`src/rtl/mips_ctrl_pkg.sv`:
```
// mips_ctrl_pkg: shared definitions for the multicycle MIPS controller.
// Holds the FSM state encoding, opcode and Funct constants, the ALUOp
// encodings and the ALUControl encodings, plus an opcode-legality helper.
package mips_ctrl_pkg;

    typedef enum logic [3:0] {
        FETCH    = 4'd0,
        DECODE   = 4'd1,
        MEMADR   = 4'd2,
        MEMREAD  = 4'd3,
        MEMWB    = 4'd4,
        MEMWRITE = 4'd5,
        EXECUTE  = 4'd6,
        ALUWB    = 4'd7,
        BRANCH   = 4'd8,
        ADDIEX   = 4'd9,
        ADDIWB   = 4'd10,
        JUMP     = 4'd11
    } state_t;

    typedef enum logic [1:0] {
        ALUOP_ADD   = 2'b00,
        ALUOP_SUB   = 2'b01,
        ALUOP_FUNCT = 2'b10
    } aluop_t;

    // Opcodes (IR[31:26])
    localparam logic [5:0] OP_RTYPE = 6'b000000;
    localparam logic [5:0] OP_J     = 6'b000010;
    localparam logic [5:0] OP_BEQ   = 6'b000100;
    localparam logic [5:0] OP_ADDI  = 6'b001000;
    localparam logic [5:0] OP_LW    = 6'b100011;
    localparam logic [5:0] OP_SW    = 6'b101011;

    // Funct field (IR[5:0]) for R-type
    localparam logic [5:0] FUNCT_ADD = 6'b100000;
    localparam logic [5:0] FUNCT_SUB = 6'b100010;
    localparam logic [5:0] FUNCT_AND = 6'b100100;
    localparam logic [5:0] FUNCT_OR  = 6'b100101;
    localparam logic [5:0] FUNCT_SLT = 6'b101010;

    // ALUControl encodings
    localparam logic [2:0] ALUCTL_AND = 3'b000;
    localparam logic [2:0] ALUCTL_OR  = 3'b001;
    localparam logic [2:0] ALUCTL_ADD = 3'b010;
    localparam logic [2:0] ALUCTL_SUB = 3'b110;
    localparam logic [2:0] ALUCTL_SLT = 3'b111;

    function automatic logic op_supported(input logic [5:0] op);
        case (op)
            OP_LW, OP_SW, OP_RTYPE, OP_BEQ, OP_ADDI, OP_J: return 1'b1;
            default:                                       return 1'b0;
        endcase
    endfunction

endpackage

```
`src/rtl/alu_decoder.sv`:
```
// alu_decoder: combinational ALUControl decode.
//   ALUOp[1:0]      : operation class from the controller FSM
//   Funct[5:0]      : R-type function field
//   ALUControl[2:0] : ALU operation select
module alu_decoder
    import mips_ctrl_pkg::*;
(
    input  logic [1:0] ALUOp,
    input  logic [5:0] Funct,
    output logic [2:0] ALUControl
);

    always_comb begin
        ALUControl = ALUCTL_ADD;
        case (ALUOp)
            ALUOP_ADD: ALUControl = ALUCTL_ADD;
            ALUOP_SUB: ALUControl = ALUCTL_SUB;
            ALUOP_FUNCT: begin
                case (Funct)
                    FUNCT_ADD: ALUControl = ALUCTL_ADD;
                    FUNCT_SUB: ALUControl = ALUCTL_SUB;
                    FUNCT_AND: ALUControl = ALUCTL_AND;
                    FUNCT_OR:  ALUControl = ALUCTL_OR;
                    FUNCT_SLT: ALUControl = ALUCTL_SLT;
                    default:   ALUControl = ALUCTL_ADD;
                endcase
            end
            // Unused ALUOp=11 falls back to add so the output is never X.
            default:   ALUControl = ALUCTL_ADD;
        endcase
    end

endmodule

```
`src/rtl/multicycle_controller.sv`:
```
// multicycle_controller: Moore FSM controller for a multicycle MIPS datapath.
//   ck, reset_        : clock (rising edge) and async active-low reset
//   Op, Funct         : IR[31:26] and IR[5:0] from the Datapath
//   IorD..PCSrc       : Datapath control outputs, decoded from state only
//   MemWrite          : data memory write strobe
//   IllegalOp         : sticky flag, set leaving DECODE on an unsupported Op
//   State             : current FSM state for debug
module multicycle_controller
    import mips_ctrl_pkg::*;
(
    input  logic       ck,
    input  logic       reset_,
    input  logic [5:0] Op,
    input  logic [5:0] Funct,
    output logic       IorD,
    output logic       IRWrite,
    output logic       RegDest,
    output logic       MemtoReg,
    output logic       RegWrite,
    output logic       ALUSrcA,
    output logic [1:0] ALUSrcB,
    output logic [2:0] ALUControl,
    output logic       Branch,
    output logic       PCWrite,
    output logic [1:0] PCSrc,
    output logic       MemWrite,
    output logic       IllegalOp,
    output logic [3:0] State
);

    state_t state_q;
    state_t state_d;
    aluop_t alu_op;
    logic   illegal_q;

    always_ff @(posedge ck or negedge reset_) begin
        if (!reset_) begin
            state_q   <= FETCH;
            illegal_q <= 1'b0;
        end else begin
            state_q <= state_d;
            if (state_q == DECODE && !op_supported(Op))
                illegal_q <= 1'b1;
        end
    end

    // Op is only consulted in DECODE and MEMADR; it is stable after FETCH.
    always_comb begin
        state_d = FETCH;
        case (state_q)
            FETCH: state_d = DECODE;
            DECODE: begin
                case (Op)
                    OP_LW, OP_SW: state_d = MEMADR;
                    OP_RTYPE:     state_d = EXECUTE;
                    OP_BEQ:       state_d = BRANCH;
                    OP_ADDI:      state_d = ADDIEX;
                    OP_J:         state_d = JUMP;
                    default:      state_d = FETCH;
                endcase
            end
            MEMADR:  state_d = (Op == OP_LW) ? MEMREAD : MEMWRITE;
            MEMREAD: state_d = MEMWB;
            EXECUTE: state_d = ALUWB;
            ADDIEX:  state_d = ADDIWB;
            default: state_d = FETCH;
        endcase
    end

    // Moore outputs: depend on state_q only.
    always_comb begin
        IorD     = 1'b0;
        IRWrite  = 1'b0;
        RegDest  = 1'b0;
        MemtoReg = 1'b0;
        RegWrite = 1'b0;
        ALUSrcA  = 1'b0;
        ALUSrcB  = 2'b00;
        alu_op   = ALUOP_ADD;
        Branch   = 1'b0;
        PCWrite  = 1'b0;
        PCSrc    = 2'b00;
        MemWrite = 1'b0;
        case (state_q)
            FETCH: begin
                IRWrite = 1'b1;
                PCWrite = 1'b1;
                ALUSrcB = 2'b01;
            end
            DECODE:   ALUSrcB = 2'b11;
            MEMADR: begin
                ALUSrcA = 1'b1;
                ALUSrcB = 2'b10;
            end
            MEMREAD:  IorD = 1'b1;
            MEMWB: begin
                MemtoReg = 1'b1;
                RegWrite = 1'b1;
            end
            MEMWRITE: begin
                IorD     = 1'b1;
                MemWrite = 1'b1;
            end
            EXECUTE: begin
                ALUSrcA = 1'b1;
                alu_op  = ALUOP_FUNCT;
            end
            ALUWB: begin
                RegDest  = 1'b1;
                RegWrite = 1'b1;
            end
            BRANCH: begin
                ALUSrcA = 1'b1;
                alu_op  = ALUOP_SUB;
                Branch  = 1'b1;
                PCSrc   = 2'b01;
            end
            ADDIEX: begin
                ALUSrcA = 1'b1;
                ALUSrcB = 2'b10;
            end
            ADDIWB:   RegWrite = 1'b1;
            JUMP: begin
                PCWrite = 1'b1;
                PCSrc   = 2'b10;
            end
            default: ;
        endcase
    end

    alu_decoder u_alu_decoder (
        .ALUOp      (alu_op),
        .Funct      (Funct),
        .ALUControl (ALUControl)
    );

    assign IllegalOp = illegal_q;
    assign State     = state_q;

endmodule
```
`config.mk`:
```
export PLATFORM = sky130hd
export DESIGN_NAME = multicycle_controller
export DESIGN_NICKNAME = d
export VERILOG_FILES = /design/src/rtl/mips_ctrl_pkg.sv /design/src/rtl/alu_decoder.sv /design/src/rtl/multicycle_controller.sv
export SDC_FILE = /design/constraint.sdc
export NUM_CORES = 1
export LEC_CHECK = 0
export CORE_MARGIN = 4
export CORE_UTILIZATION = 38
export DETAILED_ROUTE_END_ITERATION = 6
export PLACE_DENSITY_LB_ADDON = 0.05
export SLEW_MARGIN = 20
export SYNTH_ARGS = -nofsm -noshare
export SYNTH_HDL_FRONTEND = slang
export SYNTH_HIERARCHICAL = 1
export SYNTH_SLANG_ARGS = --single-unit
```
`constraint.sdc`:
```
create_clock -name ck -period 3.8 [get_ports ck]
set_input_delay 0.76 -clock ck [delete_from_list [all_inputs] [get_ports ck]]
set_output_delay 0.76 -clock ck [all_outputs]
set_load 0.05 [all_outputs]
```
==> results.toml <==
[worst_setup_path]
start_kind = "flip-flop"
crit_type = "flip-flop to primary output"
r2r-start = "State[0]"
end_kind = "primary output"
cp.arrival_ns = 2.57
cpPeakStageDelay_ns = 0.82
cp_cell_sequence = "nand2b_1 > nor3_2 > inv_1 > ha_1 > nor2_1 > a31oi_1 > clkdlybuf4s50_1"
r2r-end = "IllegalOp"
slowest_stage = "clkdlybuf4s50_1"
r2r_cells = 3
reg2reg_slack_ns = 2.44
critical_path_peak_fanout = 10
critical_path_required_ns = 3.04

[finish]
antenna_cells = 0
design_area_sq_um = 952
syn_to_final_growth_pct = 69.1
drive_above_1_share_pct = 9.01
fin_nets = 128
final_cell_count_no_fill = 126
nFillCells = 111

[power]
leakage_nw = 0.371
pwr-share-seq_pct = 18.5
p_clk_share_pct = 12.1
power_density_nw_per_um2 = 522
combPwrFrac_pct = 69.3
p_sw_mw = 0.274
irDropWorstVdd_uv = 346
swShare_pct = 55.2
power.internal_mw = 0.223

[drt]
wirelength_mm = 1.59
drt_iter0_drc = 18
avgViaCountPerCell = 5.48
drt-wirelength-per-cell_um = 12.6
via_count = 691
first_pass_iters = 2
drtAntennaViolNets = 0
drc = 0

[min_path]
hold_end = "IllegalOp"
hp-class = "flip-flop to flip-flop"
holdPathStages = 1
hp-start = "IllegalOp"

[cts]
cts_buffers = 3
holdBufCountCts = 0
h-tree-depth = 1
clkLatencyLatePin_ns = 0.24
cts_buffer_depth = 2
clkTransAtPathRegs_ns = 0.04
cts_num_sinks = 5
cts_tree = "yes"
root_buffer = "clkbuf_4"

[die]
fp.dieW_um = 46.5
pin_count = 35
core.rowCount = 13
coreArea_sq_um = 1350
initial_core_util_pct = 41.7
die_area_sq_um = 2160
die_h_um = 46.5

[placement]
hpwl_mm = 1.32
io_buffers = 34
placed_cells = 122
dpl_cell_area_sq_um = 921
place_ws_ns = 0.404
place_congestion = 0.802

[logic_synthesis]
yosysSeqAreaShare_pct = 22.2
yosys-top-cells-area = "dfrtp_1 (22%), nor3_1 (7.1%), nor2_1 (6.0%)"
async_reset_ff_share_pct = 100
ys_ff_latch = 5
synth_cell_types = 33
syn_nets = 91
synth_warnings = 6
yosysTopAreaCell = "dfrtp_1"
netlist_instances = 75
synth-main-ff-cell = "dfrtp_1"
synth_top_area_share_pct = 22.2
avgSynthCellArea_sq_um = 7.51
synthesis.area_sq_um = 563
synth-edff-count = 0

[timing]
rsz0062_at_grt = "false"
skew_ns = 0.00718
finalCriticalPeriod_ns = 3.33
holdWs_ns = 0.456
setup_violations = 0
max_slew_margin_pct = 65.5
fmax_mhz = 300
worst_slack_ns = 0.469
slew_viol_final = 0
finalCritPeriodShare_pct = 87.7
tightest_slew_ns = 0.515
hold_viol_final = 0

[grt]
antenna_found_initial = 0
grt_max_degree = 16
grt-ovfl-total = 0
grtUsageTotal_pct = 17.4
grt_pass1_wl_mm = 2.72
grt_pass1_vias = 614

[run]
cap_violations = 0

[status]
outcome = "completed"
==> critical path, delay by kind of cell (launching register included) <==
| kind | cells | cell delay (ns) |
|---|---|---|
| simple gates | 3 | 0.45 |
| buf+inv | 2 | 0.89 |
| flops | 1 | 0.49 |
| compound gates | 1 | 0.15 |
| fa+ha+maj | 1 | 0.34 |
==> flip-flops by register name, summed over array words and instances, names as in the netlist <==
name and flops:
State 4, IllegalOp 1
==> synthesized netlist by cell type (2+ instances only) <==
| cell | n |
|---|---|
| dfrtp_1 | 5 |
| or3_1 | 3 |
| ha_1 | 2 |
| inv_1 | 5 |
| nor3_1 | 8 |
| a21oi_1 | 6 |
| nand2_1 | 3 |
| nand4bb_1 | 2 |
| nand3_1 | 3 |
| o22ai_1 | 2 |
| buf_2 | 2 |
| xor2_1 | 3 |
| o21ai_0 | 3 |
| nor2_1 | 9 |
==> cell families after synthesis <==
kind of cell	synth area share, %
buffers and inverters	7.11
AND/OR/NAND/NOR	39.8
flip-flops	22.2
XOR/XNOR	4.67
multiplexers	2.00
AO/OA/AOI/OAI	19.8
adder cells (fa/ha/maj)	4.44
==> final cells by class <==
| cell class | count | area, sq um | area share, % |
|---|---|---|---|
| clock buffer | 4 | 26.3 | 2.76 |
| multi-input combinational | 61 | 403 | 42.3 |
| inverter | 5 | 18.8 | 1.97 |
| timing repair buffer | 36 | 360 | 37.8 |
| tap | 15 | 18.8 | 1.97 |
| sequential | 5 | 125 | 13.1 |
==> what timing repair did <==
action | CTS | global route
gates resized for setup | 0 | 2
buffers inserted | 0 | 0
endpoints found under the setup margin | 0 | 2
hold endpoints to repair | 0 | 0
==> power by group through the flow <==
stage / logic [mW] / clock network, mW / registers (mW)
after floorplan: 0.211 / 0 / 0.107
after global placement: 0.342 / 0 / 0.0922
after detailed placement: 0.346 / 0 / 0.0916
after CTS: 0.346 / 0.0623 / 0.0910
after global routing: 0.364 / 0.0676 / 0.0964
final: 0.345 / 0.0603 / 0.0922
==> through the flow <==
| stage | power (mW) | TNS [ns] | util [%] |
|---|---|---|---|
| finish | 0.497 | 0 | 70.5 |
| floorplan | 0.318 | -0.109 | - |
| detailed placement | 0.437 | 0 | 68.2 |
| global placement | 0.435 | 0 | 68.2 |
| global route | 0.528 | 0 | 70.5 |
| CTS | 0.499 | 0 | 70.2 |
==> worst max path at each step <==
stage	startpoint	slack, ns	to
after detailed placement	Funct[1]	0.40	ALUControl[2]
after floorplan	State[3]	-0.06	ALUControl[2]
after CTS	State[3]	0.18	ALUControl[2]
after global placement	Funct[1]	0.51	ALUControl[2]
after global routing	State[3]	0.22	ALUControl[1]
final	State[3]	0.47	ALUControl[1]
==> routing by layer <==
metal	track usage (%)	up-vias	part of all wire, %	routed length (um)
met5	0	-	0	0
met2	28.3	23	48	770
met3	4.69	4	5.8	92
li1	-	354	-	-
met1	21.9	310	43	690
met4	5.68	0	2.5	40
==> cells in the final DEF (no fill, tap or decap) <==
master           Yosys  routed
xor2_1               3       3
and3_1               1       1
nand2_1              3       3
nor3_1               8       7
a21o_1               1       1
nor4b_1              1       1
o211ai_1             1       1
nor4_2               1       1
o22ai_1              2       2
or3_1                3       3
nand2b_1             1       1
nor2_1               9       9
nand4bb_1            2       2
inv_1                5       5
buf_4                1       2
clkdlybuf4s50_1      0      32
nand4bb_2            1       1
o21ai_0              3       3
a221oi_1             1       1
a21oi_1              6       6
nor4_1               1       1
o32ai_1              1       1
ha_1                 2       2
clkbuf_1             1       1
dfrtp_1              5       5
o31ai_1              1       1
or2_1                1       1
nor3_2               0       1
dlymetal6s2s_1       0       2
or3_4                1       1
nand3_1              3       3
a31oi_1              1       1
a211oi_1             1       1
or3b_1               1       1
mux2_2               1       1
clkbuf_4             0       3
No activity file was read; power rests on OpenSTA's default activity.
